## config.mk

```make
export PLATFORM = sky130hd
export DESIGN_NAME = mux_nto1_stream
export DESIGN_NICKNAME = d
export VERILOG_FILES = /design/src/rtl/mux_pkg.sv /design/src/rtl/rr_pick_n.sv /design/src/rtl/mux_nto1_stream.sv
export SDC_FILE = /design/constraint.sdc
export NUM_CORES = 1
export LEC_CHECK = 0
export ABC_AREA = 1
export CORE_ASPECT_RATIO = 1.5
export CORE_UTILIZATION = 40
export CTS_BUF_LIST = sky130_fd_sc_hd__clkbuf_4 sky130_fd_sc_hd__clkbuf_8
export CTS_CLUSTER_DIAMETER = 150
export CTS_CLUSTER_SIZE = 10
export DETAILED_ROUTE_END_ITERATION = 12
export GPL_TIMING_DRIVEN = 0
export PLACE_DENSITY_LB_ADDON = 0.1
export SYNTH_ARGS = -nofsm -noshare
export SYNTH_HDL_FRONTEND = slang
export SYNTH_SLANG_ARGS = --single-unit
```

## constraint.sdc

```tcl
create_clock -name clk_in -period 5.5 [get_ports clk_in]
set_input_delay 0.825 -clock clk_in [delete_from_list [all_inputs] [get_ports clk_in]]
set_output_delay 0.825 -clock clk_in [all_outputs]
set_load 0.02 [all_outputs]
```

## src/rtl/mux_pkg.sv

```systemverilog
// mux_pkg: FSM state type and a width helper shared by the stream mux blocks
package mux_pkg;

    typedef enum logic {ST_IDLE, ST_LOCKED} state_t;

    function automatic int clog2(input int v);
        int r = 1;
        while ((1 << r) < v) r++;
        return r;
    endfunction

endpackage

```

## src/rtl/rr_pick_n.sv

```systemverilog
// rr_pick_n: combinational rotate-priority finder, first request after ptr wins
module rr_pick_n
    import mux_pkg::*;
#(
    parameter  int N_CH  = 4,
    localparam int SEL_W = clog2(N_CH)
) (
    input  logic [N_CH-1:0]  req,
    input  logic [SEL_W-1:0] ptr,
    output logic [SEL_W-1:0] gnt_idx,
    output logic             gnt_vld
);

    // Scan from the farthest slot inward so the nearest request after ptr overwrites
    always_comb begin
        gnt_idx = '0;
        gnt_vld = 1'b0;
        for (int i = N_CH; i >= 1; i--)
            if (req[(int'(ptr) + i) % N_CH]) begin
                gnt_idx = SEL_W'((int'(ptr) + i) % N_CH);
                gnt_vld = 1'b1;
            end
    end

endmodule

```

## src/rtl/mux_nto1_stream.sv

```systemverilog
// mux_nto1_stream: N-channel valid/ready stream mux with fixed/round-robin select and packet locking
module mux_nto1_stream
    import mux_pkg::*;
#(
    parameter  int N_CH  = 4,
    parameter  int W     = 8,
    localparam int SEL_W = clog2(N_CH)
) (
    input  logic                clk_in,
    input  logic                rst_in,
    input  logic [N_CH*W-1:0]   d_in,
    input  logic [N_CH-1:0]     valid_in,
    input  logic [N_CH-1:0]     last_in,
    output logic [N_CH-1:0]     ready_out,
    input  logic [SEL_W-1:0]    sel_in,
    input  logic                rr_en_in,
    output logic [W-1:0]        y_out,
    output logic                last_out,
    output logic [SEL_W-1:0]    ch_out,
    output logic                valid_out,
    input  logic                ready_in
);

    state_t           state;
    logic [SEL_W-1:0] ptr;
    logic [SEL_W-1:0] lock_ch;
    logic [SEL_W-1:0] pick_idx;
    logic             pick_vld;
    logic [SEL_W-1:0] cand;
    logic             cand_vld;
    logic             load;
    logic             xfer;

    rr_pick_n #(.N_CH(N_CH)) u_pick (
        .req     (valid_in),
        .ptr     (ptr),
        .gnt_idx (pick_idx),
        .gnt_vld (pick_vld)
    );

    // A locked packet owns the mux regardless of sel_in/rr_en_in until its last beat
    always_comb begin
        load      = !valid_out || ready_in;
        cand      = (state == ST_LOCKED) ? lock_ch : rr_en_in ? pick_idx : sel_in;
        cand_vld  = (state == ST_LOCKED) ? 1'b1 : rr_en_in ? pick_vld : (int'(sel_in) < N_CH);
        ready_out = (load && cand_vld) ? N_CH'(1) << cand : '0;
        xfer      = |(ready_out & valid_in);
    end

    always_ff @(posedge clk_in) begin
        if (rst_in) begin
            state     <= ST_IDLE;
            ptr       <= SEL_W'(N_CH - 1);
            lock_ch   <= '0;
            valid_out <= 1'b0;
            y_out     <= '0;
            last_out  <= 1'b0;
            ch_out    <= '0;
        end else if (xfer) begin
            valid_out <= 1'b1;
            y_out     <= d_in[int'(cand)*W +: W];
            last_out  <= last_in[cand];
            ch_out    <= cand;
            if (state == ST_IDLE && rr_en_in)
                ptr <= cand;
            if (state == ST_IDLE && !last_in[cand]) begin
                state   <= ST_LOCKED;
                lock_ch <= cand;
            end else if (state == ST_LOCKED && last_in[cand])
                state <= ST_IDLE;
        end else if (ready_in)
            valid_out <= 1'b0;
    end

endmodule

```

==> flow_summary.toml, run 1 <==
[clock_tree]
hold_buffers = 0
h-tree-depth = 1
post_cts_buffers = 0
root_buffer = "clkbuf_8"
path_clk_slew_ns = 0.06
cts_resized = 0
cts_tree = "built"
clock_latency_ns = 0.26
cts.sink_count = 17
cts_buffer_depth = 2
numCtsBuffers = 3

[timing]
finalMaxSlewViolations = 0
period_minus_slack_ns = 3.82
hold_viol = 0
final.setup_skew_ns = 0.00403
relSlewSlack_pct = 72.7
setup_tns_ns = 0
setup_viol = 0
clock.fmax_mhz = 262
rsz0062_at_grt = "false"
min_period_over_period_pct = 69.5
worst_pin_slew_ns = 0.409

[drt]
first_iter_violations = 29
dr_total_vias = 1544
firstDrtPassIters = 4
ant_nets = 0
drc = 0
via_per_inst = 4.83
routed_wl_um = 3700
post_drt_wl_per_cell_um = 11.6

[setup_path]
cp_max_fo = 5
crit_chain = "clkdlybuf4s50_1 -> inv_1 -> nor2_2 -> a21boi_1 -> nand2_1 -> nand3_1 -> nand4_1 -> inv_1 -> clkdlybuf4s50_1"
reg2reg_slack_ns = 3.09
end_kind = "primary output"
path_class = "in2out"
max_stage_delay_ns = 0.59
arrival_ns = 3.00
timing.rr.end = "state"
crit_start = "rr_en_in"
endpoint = "ready_out[2]"
startpoint_type = "primary input"
crit_path_top_delay_cell = "clkdlybuf4s50_1"
reg2reg_from = "ptr[0]"
required_ns = 4.68
r2r_cells = 23

[die]
die_height_um = 71.7
dieArea_um2 = 3470
io_pins = 62
row_count = 24
die_w_um = 48.4
core_um2 = 3000
initial_core_util_pct = 43.1

[worst_hold_path]
worstHoldPathCells = 2
hold_path_class = "reg2reg"
hp-start = "ch_out[0]"

[final_layout]
nets = 329
antenna_cells = 0
design_area_um2 = 2000
syn_to_final_growth_pct = 54.7
fin_util_pct = 66.7
drive_above_1_share_pct = 11.7
fillers = 286

[logic_synthesis]
synth_edf_count = 0
yosysMostFrequentCell = "nor2_1"
synth_cells = 216
syn_area_um2 = 1290
ys.flop_type = "dfxtp_1"
syn_nets = 263
yosys_warnings = 0
yosys_register_bits = 17
synth_top_cell_area_share_pct = 26.3
synth_cell_types = 28
synth_top_cell_by_area = "dfxtp_1"
synthTopCellsByCount = "nor2_1, nand2_1, o21ai_0"
synth-seq-area-share_pct = 26.3
syn_avg_cell_area_um2 = 5.99
async_reset_ff_share_pct = 0
synthTopCellsByArea = "dfxtp_1, nor2_1, nand2_1, o21ai_0, inv_1"

[global_routing]
grt_antenna_before_repair = 0
grt_pass1_wl_um = 6150
use_met1_pct = 23.4
grt_overflow = 0
gr-usage-all-layers_pct = 22.7
grt_pass1_vias = 1452
grt_max_degree = 11
grtUsageMet3_pct = 2.76
use_met2_pct = 44.9
grt-busiest-layer = "met2"

[place]
io_buffers = 61
place.gp.congestion = 0.879
dpl.hpwl_um = 2910
dpl_cell_area_um2 = 1950

[pwr]
total_power_mw = 1.09
power.density_nw_per_um2 = 544
peakVddDrop_v = 0.000284
leakagePower_nw = 0.937

[run]
cap_violations = 0

[outcome]
outcome = "completed"
-- critical path, delay by kind of cell --
family                 cells  cell delay, ns
and+or+nand+nor            4            0.60
buffers and inverters      4            1.26
AOI/OAI and AO/OA          1            0.29
-- metal layers --
| metal | up-vias | routed length [um] |
|---|---|---|
| met5 | - | 0 |
| met2 | 59 | 1860 |
| met3 | 7 | 163 |
| li1 | 822 | - |
| met4 | 0 | 74 |
| met1 | 656 | 1600 |
-- worst min path at each step --
| stage | to | slack (ns) |
|---|---|---|
| 2_1_floorplan | lock_ch[1] | 0.45 |
| 3_3_place_gp | lock_ch[1] | 0.46 |
| 3_5_place_dp | ch_out[0] | 0.47 |
| 4_1_cts | ch_out[0] | 0.48 |
| 5_1_grt | lock_ch[0] | 0.51 |
| 6_report | ch_out[0] | 0.48 |
-- cells by family (layout without fill, tap and decap cells) --
kind of cell	Yosys count	count (layout)	share of synthesized area [%]
fa+ha+maj	1	1	0.967
compound gates	45	45	19.1
flops	17	17	26.3
buf+inv	35	100	13.3
simple gates	118	118	40.2
-- sequential cells by signal (all words and copies together), names as in the netlist --
register	cells
ch_out	2
valid_out	1
y_out	8
last_out	1
lock_ch	2
ptr	2
state	1
-- through the flow --
stage | worst slack, ns | cells | hold WS (ns)
6_report | 1.68 | 320 | 0.476
5_1_grt | 1.53 | 320 | 0.510
4_1_cts | 1.68 | 320 | 0.483
3_5_place_dp | 1.69 | 316 | 0.469
3_3_place_gp | 1.69 | 316 | 0.462
2_1_floorplan | 2.93 | 216 | 0.451
-- where the power goes --
part           internal, mW  switching (mW)  total (mW)  leakage [nW]
logic                 0.323           0.470       0.794         0.770
registers             0.169          0.0264       0.196         0.140
clock network        0.0564          0.0428      0.0993        0.0262
total                 0.549           0.540        1.09         0.937
-- area by class of cell --
class	count	area, um2	area share [%]
Multi-Input combinational cell	164	781	39.0
Timing Repair Buffer	61	611	30.5
Sequential cell	17	340	17.0
Inverter	25	98.8	4.94
Buffer	10	73.8	3.69
Clock buffer	4	48.8	2.44
Tap cell	39	48.8	2.44
-- layout by cell type (no fill, tap or decap), drive strengths merged, types with 2 or more instances in the layout --
cell	count
clkdlybuf4s50	61
buf	7
inv	24
nand2	50
a21oi	6
o22ai	8
dfxtp	17
clkbuf	7
nor2	48
nand4	2
o21ai	29
nand3	17
No activity file was read; power rests on OpenSTA's default activity.
==> run 2: changes to the inputs <==
CORE_UTILIZATION = 38   (was 40)
clock period = 3.1 ns   (was 5.5 ns; I/O delays follow)
==> run 2 against run 1 <==
Critical path depth rose by 5. Clock skew is 0.0038 ns lower. Die area up 5.1%. Sequential power rose by 77%. Non-clock buffer count unchanged. Clock power up 66%. Hold slack improved by 0.010 ns. Design area up 0.50%.
==> flow_summary.toml, run 2 (synthesis gave the netlist of run 1 again) <==
[place]
dpl_cell_area_um2 = 1950
place.gp.congestion = 0.843
dpl.cell_count = 317
dpl.hpwl_um = 3000
io_buffers = 61

[timing]
finalMaxSlewViolations = 0
setup_viol = 0
timing.hold.ws_ns = 0.486
relSlewSlack_pct = 74.2
final.setup_skew_ns = 0.000275
worst_pin_slew_ns = 0.386
hold_viol = 0
rsz0062_at_grt = "false"
clock.fmax_mhz = 342
min_period_over_period_pct = 94.4
period_minus_slack_ns = 2.93
setup_tns_ns = 0

[clock_tree]
root_buffer = "clkbuf_8"
h-tree-depth = 1
hold_buffers = 0
cts.sink_count = 17
cts_tree = "built"
path_clk_slew_ns = 0.06
cts_resized = 0
numCtsBuffers = 3
cts_buffer_depth = 2
clock_latency_ns = 0.25
post_cts_buffers = 0

[setup_path]
cp_max_fo = 3
startpoint_type = "primary input"
max_stage_delay_ns = 0.60
cp_num_buf_inv = 5
end_kind = "primary output"
arrival_ns = 2.46
required_ns = 2.63
crit_path_top_delay_cell = "clkdlybuf4s50_1"
path_class = "in2out"
crit_chain = "clkdlybuf4s50_1 -> inv_1 -> nand2_1 -> nand3_1 -> nand2_1 -> inv_1 -> nand2_1 -> nand2_1 -> nand2_1 -> nand3_2 -> nand2_2 -> nand4_1 -> inv_1 -> clkdlybuf4s50_1"
cp_common_cell = "nand2_1"
crit_family = "buffers and inverters"

[final_layout]
drive_above_1_share_pct = 12.1
regMostFlops = "y_out"
design_area_um2 = 2010
stdcell_count = 321
syn_to_final_growth_pct = 55.5
antenna_cells = 0
fillers = 318
nets = 329
largest_reg_flops = 8
ff_latch_area_um2 = 340
multi_input_area_um2 = 785
final_common_cell = "clkdlybuf4s50_1"
layout_common_cells = "clkdlybuf4s50_1, nor2_1, nand2_1"

[pwr]
leakagePower_nw = 0.982
peakVddDrop_v = 0.000634
total_power_mw = 1.93
power.density_nw_per_um2 = 957

[drt]
drc = 0
dr_total_vias = 1552
firstDrtPassIters = 4
first_iter_violations = 35
ant_nets = 0
routed_wl_um = 3820
post_drt_wl_per_cell_um = 11.9
via_per_inst = 4.83

[global_routing]
grt_antenna_before_repair = 0
grt_pass1_wl_um = 6280
gr-usage-all-layers_pct = 22.2
grt_max_degree = 11
grt_pass1_vias = 1468
grt_overflow = 0

[die]
io_pins = 62
die_height_um = 73.5
initial_core_util_pct = 40.5
die_w_um = 49.6
core_um2 = 3190
dieArea_um2 = 3650
row_count = 25

[run]
cap_violations = 0

[worst_hold_path]
hold_path_class = "reg2reg"

[outcome]
outcome = "completed"
[run 2: cell count changes in the layout (fill, tap and decap cells not counted), sizes merged]
cell | before | now
clkbuf | 7 | 6
clkdlybuf4s50 | 61 | 58
clkinv | 1 | 2
dlymetal6s2s | 0 | 3
[run 2: routing by layer]
layer / routed length [um] / GRT usage (%)
met1: 1440 / 23.3
met2: 2130 / 44.0
met3: 129 / 2.07
met4: 121 / 9.21
met5: 0 / 0
[run 2: area by class of cell]
type / count / share of cell area, %
Buffer: 10 / 3.67
Clock buffer: 3 / 2.05
Clock inverter: 1 / 0.249
Inverter: 25 / 4.91
Multi-Input combinational cell: 164 / 39.0
Sequential cell: 17 / 16.9
Tap cell: 40 / 2.49
Timing Repair Buffer: 61 / 30.7
[run 2: final timing paths]
path / endpoint / depth (start not counted) / slack, ns / from
worst max register to register: state / 22 / 0.65 / ptr[0]
worst max-delay path: ready_out[0] / 14 / 0.17 / valid_in[1]
worst min register to register: ch_out[0] / 2 / 0.49 / ch_out[0]
worst min-delay path: ch_out[0] / 2 / 0.49 / ch_out[0]
[run 2: metrics by stage]
stage          setup slack [ns]  utilization (%)
6_report                  0.174             63.1
5_1_grt                0.000226             63.1
4_1_cts                  0.0253             62.7
3_5_place_dp             0.0341             61.3
3_3_place_gp             0.0150             61.3
2_1_floorplan             0.901                -
[run 2: worst min-delay path: cells and delay by family, from the launching register on]
kind | cells | cell delay [ns]
AOI/OAI and AO/OA | 1 | 0.06
DFF | 1 | 0.32
and+or+nand+nor | 1 | 0.06
[run 2: where the power goes]
group          internal (mW)  switching, mW
clock                 0.0892         0.0753
sequential             0.300         0.0453
combinational          0.571          0.845
